File: src/rtl/conv_frame_ctrl.sv
// Frame-level sequencer for the 3x3 convolution core.
// Loads the 9-entry shadow kernel into the core at frame start, gates one IMG_W x IMG_H frame
// of source pixels into the core's valid-only input, then waits for the output stream to drain.
// Optional macro CONV_CTRL_PERF_EN adds the stall_count output (source-idle STREAM cycles).
module conv_frame_ctrl #(
  parameter int unsigned PIX_W     = 8,
  parameter int unsigned COEF_W    = 16,
  parameter int unsigned IMG_W     = 128,
  parameter int unsigned IMG_H     = 128,
  parameter int unsigned CNT_W     = 24,
  parameter int unsigned DRAIN_CYC = 16
) (
  input  logic                     clk,
  input  logic                     rst,
  input  logic                     cfg_wr,
  input  logic [3:0]               cfg_addr,
  input  logic signed [COEF_W-1:0] cfg_data,
  input  logic                     start,
  input  logic                     abort,
  output logic                     busy,
  output logic                     done,
  input  logic                     src_valid,
  input  logic [PIX_W-1:0]         src_data,
  output logic                     src_ready,
  output logic                     conv_kernel_wr,
  output logic [3:0]               conv_kernel_addr,
  output logic signed [COEF_W-1:0] conv_kernel_data,
  output logic                     conv_valid_in,
  output logic [PIX_W-1:0]         conv_px_in,
  input  logic                     conv_valid_out,
  output logic [CNT_W-1:0]         out_count
`ifdef CONV_CTRL_PERF_EN
  ,
  output logic [CNT_W-1:0]         stall_count
`endif
);

  localparam logic [CNT_W-1:0] LastPix   = CNT_W'(IMG_W * IMG_H - 1);
  localparam logic [CNT_W-1:0] DrainLast = CNT_W'(DRAIN_CYC - 1);

  typedef enum logic [2:0] {StIdle, StLoadK, StStream, StDrain, StDone} state_e;

  state_e                     r_state;
  logic signed [COEF_W-1:0]   r_shadow [9];
  logic [3:0]                 r_k;
  logic [CNT_W-1:0]           r_pix_cnt;
  logic [CNT_W-1:0]           r_drain_cnt;
  logic [CNT_W-1:0]           r_out_count;
  logic                       r_done;
  logic                       r_kwr;
  logic [3:0]                 r_kaddr;
  logic signed [COEF_W-1:0]   r_kdata;
  logic                       r_valid_in;
  logic [PIX_W-1:0]           r_px;

  logic                       w_start_ok;
  logic                       w_accept;
  logic                       w_counting;
  logic [3:0]                 w_k_idx;
  logic [3:0]                 w_k_sel;
  logic signed [COEF_W-1:0]   w_k_data;

  assign busy       = (r_state != StIdle);
  assign src_ready  = (r_state == StStream) && !abort;
  assign w_accept   = src_valid && src_ready;
  assign w_start_ok = (r_state == StIdle) && start && !abort;
  assign w_counting = (r_state == StStream) || (r_state == StDrain);

  // Index 0 is issued on the start edge itself, so the 9 writes coincide with the LOAD_K state.
  assign w_k_idx  = (r_state == StIdle) ? 4'd0 : r_k;
  assign w_k_sel  = (w_k_idx > 4'd8) ? 4'd0 : w_k_idx;
  // Forward a same-cycle CPU write so it reaches the core if its index is not yet sent.
  assign w_k_data = (cfg_wr && (cfg_addr == w_k_sel)) ? cfg_data : r_shadow[w_k_sel];

  assign done             = r_done;
  assign conv_kernel_wr   = r_kwr;
  assign conv_kernel_addr = r_kaddr;
  assign conv_kernel_data = r_kdata;
  assign conv_valid_in    = r_valid_in;
  assign conv_px_in       = r_px;
  assign out_count        = r_out_count;

  // Shadow kernel: CPU writes to indices 0..8 in any state; higher indices are dropped.
  always_ff @(posedge clk or posedge rst) begin
    if (rst) begin
      for (int i = 0; i < 9; i++) r_shadow[i] <= '0;
    end else if (cfg_wr && (cfg_addr <= 4'd8)) begin
      r_shadow[cfg_addr] <= cfg_data;
    end
  end

  // Frame sequencer with registered kernel, pixel and done outputs.
  always_ff @(posedge clk or posedge rst) begin
    if (rst) begin
      r_state     <= StIdle;
      r_k         <= '0;
      r_pix_cnt   <= '0;
      r_drain_cnt <= '0;
      r_done      <= 1'b0;
      r_kwr       <= 1'b0;
      r_kaddr     <= '0;
      r_kdata     <= '0;
      r_valid_in  <= 1'b0;
      r_px        <= '0;
    end else begin
      r_done     <= 1'b0;
      r_kwr      <= 1'b0;
      r_valid_in <= 1'b0;
      if (abort && (r_state != StIdle)) begin
        r_state <= StIdle;
      end else begin
        unique case (r_state)
          StIdle: begin
            if (w_start_ok) begin
              r_state     <= StLoadK;
              r_pix_cnt   <= '0;
              r_drain_cnt <= '0;
              r_kwr       <= 1'b1;
              r_kaddr     <= 4'd0;
              r_kdata     <= w_k_data;
              r_k         <= 4'd1;
            end
          end
          StLoadK: begin
            if (r_k == 4'd9) begin
              r_state <= StStream;
            end else begin
              r_kwr   <= 1'b1;
              r_kaddr <= r_k;
              r_kdata <= w_k_data;
              r_k     <= r_k + 4'd1;
            end
          end
          StStream: begin
            if (w_accept) begin
              r_valid_in <= 1'b1;
              r_px       <= src_data;
              r_pix_cnt  <= r_pix_cnt + CNT_W'(1);
              if (r_pix_cnt == LastPix) r_state <= StDrain;
            end
          end
          StDrain: begin
            if (conv_valid_out) begin
              r_drain_cnt <= '0;
            end else if (r_drain_cnt == DrainLast) begin
              r_state <= StDone;
              r_done  <= 1'b1;
            end else begin
              r_drain_cnt <= r_drain_cnt + CNT_W'(1);
            end
          end
          StDone:  r_state <= StIdle;
          default: r_state <= StIdle;
        endcase
      end
    end
  end

  // Core output counter: cleared by an accepted start, saturating, frozen outside STREAM/DRAIN.
  always_ff @(posedge clk or posedge rst) begin
    if (rst) begin
      r_out_count <= '0;
    end else if (w_start_ok) begin
      r_out_count <= '0;
    end else if (w_counting && conv_valid_out && !abort && !(&r_out_count)) begin
      r_out_count <= r_out_count + CNT_W'(1);
    end
  end

`ifdef CONV_CTRL_PERF_EN
  logic [CNT_W-1:0] r_stall_cnt;

  assign stall_count = r_stall_cnt;

  // Source-idle STREAM cycles for the current or last frame, saturating.
  always_ff @(posedge clk or posedge rst) begin
    if (rst) begin
      r_stall_cnt <= '0;
    end else if (w_start_ok) begin
      r_stall_cnt <= '0;
    end else if ((r_state == StStream) && !src_valid && !abort && !(&r_stall_cnt)) begin
      r_stall_cnt <= r_stall_cnt + CNT_W'(1);
    end
  end
`endif

endmodule

File: config.mk
export PLATFORM = sky130hd
export DESIGN_NAME = conv_frame_ctrl
export DESIGN_NICKNAME = d
export VERILOG_FILES = /design/src/rtl/conv_frame_ctrl.sv
export SDC_FILE = /design/constraint.sdc
export NUM_CORES = 1
export LEC_CHECK = 0
export CAP_MARGIN = 20
export CORE_MARGIN = 3
export CORE_UTILIZATION = 55
export DETAILED_ROUTE_END_ITERATION = 8
export PLACE_DENSITY = 0.82
export SYNTH_ARGS = -nofsm -noshare
export SYNTH_HDL_FRONTEND = slang
export SYNTH_SLANG_ARGS = --single-unit
export TNS_END_PERCENT = 5
File: constraint.sdc
create_clock -name clk -period 25.2 [get_ports clk]
set_input_delay 3.78 -clock clk [delete_from_list [all_inputs] [get_ports clk]]
set_output_delay 3.78 -clock clk [all_outputs]
set_load 0.05 [all_outputs]
==> results.toml, run 1 <==
[outcome]
status = "completed"

[synthesis]
synth_area_um2 = 12800
synth-xor-area-share_pct = 1.84
ys_top_cells_by_count = "dfrtp_1 (254), mux2_2 (182), nor2_1 (72)"
syn_avg_cell_area_um2 = 11.0
synth-edff-count = 0
ys_top_cells_by_area = "dfrtp_1 (49%), mux2_2 (16%), nor2_1 (2.1%), nand2_1 (1.9%), nand3_1 (1.7%)"
synthAdderAreaFrac_pct = 0.487
synth_top_area_share_pct = 49.5
ys_seq_elements = 254
synth_most_common_cell = "dfrtp_1"
netlist.top_cell.by_area = "dfrtp_1"
synth.mux.area_fraction_pct = 17.9
yosys_warnings = 0
yosys.area_share.simple_pct = 15.3
synth-main-ff-cell = "dfrtp_1"
synth_top_family_by_area = "multiplexers"
synth-async-reset-ratio_pct = 100
synth-compound-area-share_pct = 11.6
ys_seq_area_share_pct = 49.5
ys_types = 74
synthesis.instances = 1167
syn-num-nets = 1207

[sta]
rsz0062_at_grt = "false"
hold_violations = 0
slew_viol_final = 0
clock_skew_ps = 7.75
worst_pin_slew_ps = 1100
post-route-period-util_pct = 36.9
relSlewSlack_pct = 26.6
fmax_mhz = 107
setup-tns-final_ps = 0
setup_viol = 0
period_needed_ps = 9310

[routing]
vias = 9863
wl_met2_mm = 16.0
dr.pass1.iters = 5
antenna_left = 0
wl_mm = 32.6
wl_met3_mm = 2.33
wl_per_cell_um = 21.0
remaining_drc_errors = 0
top_layer_used = "met4"
met1_length_mm = 13.6
drtIter0Drc = 861
viasPerCell = 6.35

[worst_setup_path]
cp-startpoint = "abort"
reg2reg_slack_ps = 21540
endpoint_kind = "output pin"
crit_fanout = 9
timing.rr.start = "r_k[1]"
critPathSlowestCell = "clkdlybuf4s50_1"
reg2reg_depth = 11
rr_endpoint = "conv_kernel_data[14]"
cp_cell_sequence = "clkdlybuf4s50_1 -> nor3_1 -> clkdlybuf4s50_1"
critical_path_buf_inv_count = 2
cp_data_arrival_time_ps = 5530
start_kind = "input pin"
cp_top_family = "buffers and inverters"
path_class = "input pin to output pin"
slowest_delay_ps = 860
path_common_cell = "clkdlybuf4s50_1"
required_ps = 21420

[floorplan]
pin_count = 92
core_um2 = 22800
fp.dieH_um = 159
die_area_um2 = 25200
row_count = 55
die_w_um = 159
initial_core_util_pct = 56.4

[final_layout]
drive_gt1_share_pct = 22.7
syn_to_final_growth_pct = 15.8
multi_input_area_um2 = 6070
nets = 1260
num-fill-cells = 1677
n_antenna_cell = 0
final-seq-area_um2 = 6360

[power]
p_seq_share_pct = 41.6
switching_power_uw = 426
finalPower_mw = 1.29
clkPwrFrac_pct = 30.0
combPwrFrac_pct = 28.4
internal-power_uw = 864
power_density_nw_per_um2 = 86.7
p_leak_nw = 6.14
vdd_drop_max_mv = 0.0711
p_sw_share_pct = 33.0

[clocking]
h-tree-depth = 1
cts_made_buffers = 27
clock_latency_ps = 530
clockRootBuffer = "clkbuf_16"
cts_tree = "done"
clock-sinks = 254
post-cts-setup-buffers = 0
ctsHoldBuffers = 0
path_clk_slew_ps = 60
cts_max_path_buffers = 3
postCtsResizedCells = 0

[hold_path]
worstHoldPathCells = 1
hp-class = "register to register"
worst_hold_path.endpoint = "conv_px_in[3]"
hp-start = "conv_px_in[3]"

[grt]
antenna_found_initial = 0
grt_max_degree = 91
grt_util_all_layers_pct = 25.0
grt-ovfl-total = 0
grt_pass1_vias = 9894
grt_pass1_wl_mm = 52.1

[place]
post-dp-hpwl_mm = 20.1
gp_congestion = 0.835
portBuffers = 91

[run]
maxCapViolCount = 0
## power groups by stage
stage	Sequential, mW	Combinational [mW]	Clock (mW)
global route	0.543	0.394	0.409
floorplan	0.576	0.217	0
global placement	0.536	0.352	0
finish	0.536	0.367	0.387
detailed placement	0.540	0.363	0
CTS	0.534	0.366	0.393
## how the worst max path moves through the flow
stage	to	slack, ps	cells after the start
3_3_place_gp	src_ready	15920	3
2_1_floorplan	conv_kernel_addr[0]	14440	1
3_5_place_dp	src_ready	15900	3
5_1_grt	src_ready	15790	3
4_1_cts	src_ready	15890	3
6_report	src_ready	15890	3
## per-layer routing
| metal | GRT usage, % | vias to the layer above |
|---|---|---|
| met5 | 0 | - |
| met4 | 6.29 | 0 |
| met3 | 3.89 | 55 |
| met2 | 42.4 | 401 |
| met1 | 33.9 | 4953 |
| li1 | - | 4454 |
## sequential cells by signal (all words and copies together), names as in the netlist
signal / flops
r_shadow: 144
out_count: 24
done: 1
conv_kernel_addr: 4
conv_valid_in: 1
r_state: 3
conv_px_in: 8
r_k: 4
r_drain_cnt: 24
conv_kernel_data: 16
r_pix_cnt: 24
conv_kernel_wr: 1
## worst register-to-register path, delay by kind of cell (launching register included)
family	cells	cell delay, ps
buf+inv	4	1410
flops	1	750
compound gates	2	330
fa+ha+maj	1	250
simple gates	4	800
## placed cells by master (no fill, tap or decap), drive strengths merged, types with 5 or more instances in the layout
cell / instances
buf: 21
o21ai: 35
o31ai: 24
xor2: 5
mux2i: 20
nor4: 23
o211ai: 9
o221ai: 14
or3: 19
and4: 7
clkdlybuf4s50: 91
inv: 17
a41oi: 16
dfrtp: 254
nor2b: 18
nand3: 45
ha: 5
o22ai: 22
nand2: 65
nand4: 18
or4: 11
xnor2: 22
a22o: 6
nand3b: 5
a31oi: 5
nor2: 74
mux2: 182
nor3: 31
a22oi: 19
clkinv: 8
and3: 10
nor3b: 6
clkbuf: 36
a21oi: 40
nand2b: 6
## logic make-up after synthesis
kind of cell / count (synthesis)
and+or+nand+nor: 356
muxes: 204
buffers and inverters: 104
adders and majority gates: 5
DFF: 254
xor gates and xnor gates: 27
AOI/OAI and AO/OA: 217
## stage by stage
step	cells	worst slack (ps)	hold WS, ps	area, um2	utilization [%]
after detailed placement	1501	15900	490	13900	61.2
after global placement	1500	15920	482	13900	61.1
after global routing	1553	15790	514	14900	65.3
after floorplan	1167	14440	471	12800	-
final	1553	15890	500	14900	65.3
after CTS	1550	15890	504	14800	65.0
## area by class of cell
class | instances | area share, %
Multi-Input combinational cell | 809 | 40.8
Tap cell | 313 | 2.63
Clock buffer | 36 | 5.11
Sequential cell | 254 | 42.7
Inverter | 16 | 0.454
Clock inverter | 13 | 0.732
Timing Repair Buffer | 112 | 7.53
Note: power is estimated with default switching activity, not from simulation.
==> run 2: changes to the inputs <==
--- a/config.mk
+++ b/config.mk
@@ -7,9 +7,9 @@
 export LEC_CHECK = 0
 export CAP_MARGIN = 20
 export CORE_MARGIN = 3
-export CORE_UTILIZATION = 55
+export CORE_UTILIZATION = 54
 export DETAILED_ROUTE_END_ITERATION = 8
-export PLACE_DENSITY = 0.82
+export PLACE_DENSITY = 0.84
 export SYNTH_ARGS = -nofsm -noshare
 export SYNTH_HDL_FRONTEND = slang
 export SYNTH_SLANG_ARGS = --single-unit
==> constraint.sdc (replaced) <==
create_clock -name clk -period 7.95 [get_ports clk]
set_input_delay 1.1925 -clock clk [delete_from_list [all_inputs] [get_ports clk]]
set_output_delay 1.1925 -clock clk [all_outputs]
set_load 0.05 [all_outputs]
==> run 2 against run 1 <==
  * Power rose to 3.2 times the previous value
  * Sequential share of layout area is essentially flat
  * Non-clock buffer count decreased by 1
  * Flip-flop and latch count did not move
  * Highest routed layer unchanged
==> results.toml, run 2 (synthesized netlist as in run 1, its figures left out) <==
[routing]
wl_per_cell_um = 20.2
viasPerCell = 6.34
remaining_drc_errors = 0
dr.pass1.iters = 5
antenna_left = 0
vias = 9839
drtIter0Drc = 731
wl_mm = 31.3

[power]
vdd_drop_max_mv = 0.208
power_density_nw_per_um2 = 279
p_leak_nw = 6.16

[floorplan]
die_area_um2 = 25700
row_count = 55
initial_core_util_pct = 55.9
core_um2 = 23000
die_w_um = 160
pin_count = 92
fp.dieH_um = 160

[sta]
final.setup.worst_slack_ps = 3760
clock_skew_ps = 15.8
relSlewSlack_pct = 23.4
slew_viol_final = 0
fmax_mhz = 239
setup_viol = 0
post-route-period-util_pct = 52.7
setup-tns-final_ps = 0
worst_pin_slew_ps = 1150
rsz0062_at_grt = "false"
period_needed_ps = 4190
hold_violations = 0

[final_layout]
final-seq-area_um2 = 6360
multi_input_area_um2 = 6060
final_cell_mix = "dfrtp_1 (252), mux2_2 (182), clkdlybuf4s50_1 (91)"
drive_gt1_share_pct = 22.5
n_antenna_cell = 0
mostFrequentLayoutCell = "dfrtp_1"
largest_register_ffs = 144
layout.cells.non_filler = 1551
largest-register = "r_shadow"
syn_to_final_growth_pct = 15.9
num-fill-cells = 1749
utilization_pct = 64.8
nets = 1260

[place]
post-dp-hpwl_mm = 19.7
portBuffers = 91
placedCellCount = 1502
gp_congestion = 0.853
pre_cts_ws_ps = 3750

[worst_setup_path]
slowest_delay_ps = 860
path_common_cell = "clkdlybuf4s50_1"
critical_path_buf_inv_count = 2
path_class = "input pin to output pin"
crit_fanout = 9
required_ps = 6760
cp_data_arrival_time_ps = 2990
cp_top_family = "buffers and inverters"
cp_cell_sequence = "clkdlybuf4s50_1 -> nor3_1 -> clkdlybuf4s50_1"
endpoint_kind = "output pin"
start_kind = "input pin"
critPathSlowestCell = "clkdlybuf4s50_1"

[clocking]
cts_made_buffers = 28
clockRootBuffer = "clkbuf_16"
clock_latency_ps = 540
path_clk_slew_ps = 60
cts_tree = "done"
postCtsResizedCells = 0
clock-sinks = 254
h-tree-depth = 1
cts_max_path_buffers = 3
post-cts-setup-buffers = 0
ctsHoldBuffers = 0

[grt]
grt_util_all_layers_pct = 24.2
grt-ovfl-total = 0
grt_pass1_wl_mm = 51.6
grt_max_degree = 79
grt_pass1_vias = 10000
antenna_found_initial = 0

[outcome]
status = "completed"

[run]
maxCapViolCount = 0

[hold_path]
hp-class = "register to register"
-- run 2: final cells by class --
class	count	share of cell area, %
clock buffers	43	5.97
clock inverters	5	0.361
inverters	16	0.429
multi-input cells	809	40.7
flip-flops and latches	254	42.7
well taps	313	2.63
repair buffers	111	7.18
-- run 2: layer usage --
metal	vias to the layer above	global-route usage, %	wire, um
li1	4452	-	-
met1	4982	33.1	13600
met2	346	40.0	15100
met3	59	3.76	1810
met4	0	7.46	733
met5	-	0	0
-- run 2: path summary, 6_finish.rpt --
kind	start	end	slack, ps	cells after the start
min in group asynchronous	rst	conv_px_in[6]	1100	2
max	abort	src_ready	3760	3
max in group asynchronous	rst	r_k[1]	5430	3
min	conv_px_in[2]	conv_px_in[2]	500	1
min reg2reg	conv_px_in[2]	conv_px_in[2]	500	1
max reg2reg	r_k[1]	conv_kernel_data[15]	4110	11
-- run 2: power breakdown --
group	leakage (nW)	internal, mW	switching [mW]
sequential	3.26	1.53	0.169
combinational	2.42	0.508	0.649
clock	0.470	0.794	0.509
total	6.16	2.83	1.33
-- run 2: through the flow --
stage / total power [mW] / hold WS [ps] / cell area (um2)
after global placement: 2.81 / 483 / 13900
after detailed placement: 2.86 / 490 / 13900
after floorplan: 2.51 / 471 / 12800
final: 4.15 / 503 / 14900
after CTS: 4.17 / 503 / 14900
after global routing: 4.34 / 508 / 14900
==> run 3: changes to the inputs <==
--- a/config.mk
+++ b/config.mk
@@ -7,9 +7,9 @@
 export LEC_CHECK = 0
 export CAP_MARGIN = 20
 export CORE_MARGIN = 3
-export CORE_UTILIZATION = 54
+export CORE_UTILIZATION = 55
 export DETAILED_ROUTE_END_ITERATION = 8
-export PLACE_DENSITY = 0.84
+export PLACE_DENSITY = 0.82
 export SYNTH_ARGS = -nofsm -noshare
 export SYNTH_HDL_FRONTEND = slang
 export SYNTH_SLANG_ARGS = --single-unit
==> constraint.sdc (replaced) <==
create_clock -name clk -period 4 [get_ports clk]
set_input_delay 0.6 -clock clk [delete_from_list [all_inputs] [get_ports clk]]
set_output_delay 0.6 -clock clk [all_outputs]
set_load 0.05 [all_outputs]
==> run 3 against run 2 <==
  * Flip-flop and latch count is the same
  * Global-route usage grew 1.1 points
  * Sequential power grew 100%
  * Clock power grew 120%
  * Critical endpoint is now busy
==> results.toml, run 3 (synthesized netlist as in run 1, its figures left out) <==
[outcome]
status = "completed"

[routing]
vias = 9902
antenna_left = 0
wl_mm = 31.9
remaining_drc_errors = 0
dr.pass1.iters = 5
drtIter0Drc = 865
viasPerCell = 6.34
wl_per_cell_um = 20.4

[power]
p_seq_share_pct = 40.0
p_sw_share_pct = 31.4
p_leak_nw = 6.24
switching_power_mw = 2.70
finalPower_mw = 8.59
power_density_nw_per_um2 = 571
internal-power_mw = 5.89
combPwrFrac_pct = 26.1
clkPwrFrac_pct = 33.9
vdd_drop_max_mv = 0.575

[worst_setup_path]
crit_cells = 3
endpoint_kind = "output pin"
start_kind = "register"
crit_fanout = 17
rr_endpoint = "conv_kernel_data[3]"
reg2reg_slack_ps = 850
slowest_delay_ps = 790
critPathSlowestCell = "nor3_2"
required_ps = 3400
critical_path_buf_inv_count = 2
cp_data_arrival_time_ps = 2930
cp_top_family = "buffers and inverters"
cp_cell_sequence = "nor3_2 -> inv_2 -> clkdlybuf4s50_1"
path_class = "register to output pin"
reg2reg_depth = 7
timing.rr.start = "r_state[0]"

[clocking]
cts_max_path_buffers = 3
ctsHoldBuffers = 0
h-tree-depth = 1
post-cts-setup-buffers = 0
clockRootBuffer = "clkbuf_16"
postCtsResizedCells = 0
cts_tree = "done"
cts_made_buffers = 28
path_clk_slew_ps = 60
clock_latency_ps = 550
clock-sinks = 254

[final_layout]
nets = 1266
utilization_pct = 66.1
mostFrequentLayoutCell = "dfrtp_1"
syn_to_final_growth_pct = 17.2
drive_gt1_share_pct = 23.2
n_antenna_cell = 0
largest_register_ffs = 144
final_cell_mix = "dfrtp_1 (252), mux2_2 (182), clkdlybuf4s50_1 (91)"
largest-register = "r_shadow"

[sta]
setup-tns-final_ps = 0
fmax_mhz = 283
post-route-period-util_pct = 88.2
slew_viol_final = 0
setup_viol = 0
timing.hold.ws_ps = 312
rsz0062_at_grt = "false"
clock_skew_ps = 28.1
relSlewSlack_pct = 27.1
worst_pin_slew_ps = 1090
period_needed_ps = 3530
hold_violations = 0
final.setup.worst_slack_ps = 472

[floorplan]
core_um2 = 22800
die_w_um = 159
row_count = 55
fp.dieH_um = 159
initial_core_util_pct = 56.4
pin_count = 92
die_area_um2 = 25200

[grt]
grt_pass1_wl_mm = 53.3
grt_pass1_vias = 10200
grt_max_degree = 153
grt-ovfl-total = 0
grt_util_all_layers_pct = 25.3
antenna_found_initial = 1

[run]
maxCapViolCount = 0

[place]
post-dp-hpwl_mm = 20.5
portBuffers = 91
gp_congestion = 0.861
pre_cts_ws_ps = 943

[hold_path]
hp-class = "input pin to asynchronous set/reset pin"
[run 3: metal layers]
layer	part of all wire [%]	vias to the layer above	GRT usage [%]
met1	43	5028	34.7
met4	3.1	2	8.91
met2	48	333	41.1
met5	0.057	-	0
li1	-	4459	-
met3	5.6	80	3.97
[run 3: worst max-delay path by stage]
| stage | from | slack, ps | to |
|---|---|---|---|
| final | r_state[0] | 470 | busy |
| after global routing | r_state[0] | 380 | busy |
| after CTS | r_state[0] | 500 | busy |
| after detailed placement | r_state[0] | 940 | conv_kernel_data[3] |
| after global placement | abort | 980 | src_ready |
| after floorplan | rst | 60 | conv_kernel_addr[0] |
[run 3: final cells by class]
cell class / instances / area [um2]
clock inverters: 13 / 236
flip-flops and latches: 254 / 6360
fillers: 1703 / 7720
repair buffers: 117 / 1120
clock buffers: 39 / 832
well taps: 313 / 392
multi-input cells: 809 / 6050
inverters: 16 / 63.8
[run 3: through the flow]
stage          cells  area, um2
6_report        1561      15100
5_1_grt         1561      15100
4_1_cts         1561      15100
3_5_place_dp    1509      14000
3_3_place_gp    1509      14000
2_1_floorplan   1167      12800
[run 3: power groups by stage]
stage | clock network, mW | registers, mW | logic [mW]
detailed placement | 0 | 3.46 | 2.22
global placement | 0 | 3.44 | 2.17
finish | 2.91 | 3.44 | 2.24
global route | 3.07 | 3.49 | 2.42
floorplan | 0 | 3.63 | 1.37
CTS | 2.95 | 3.42 | 2.25
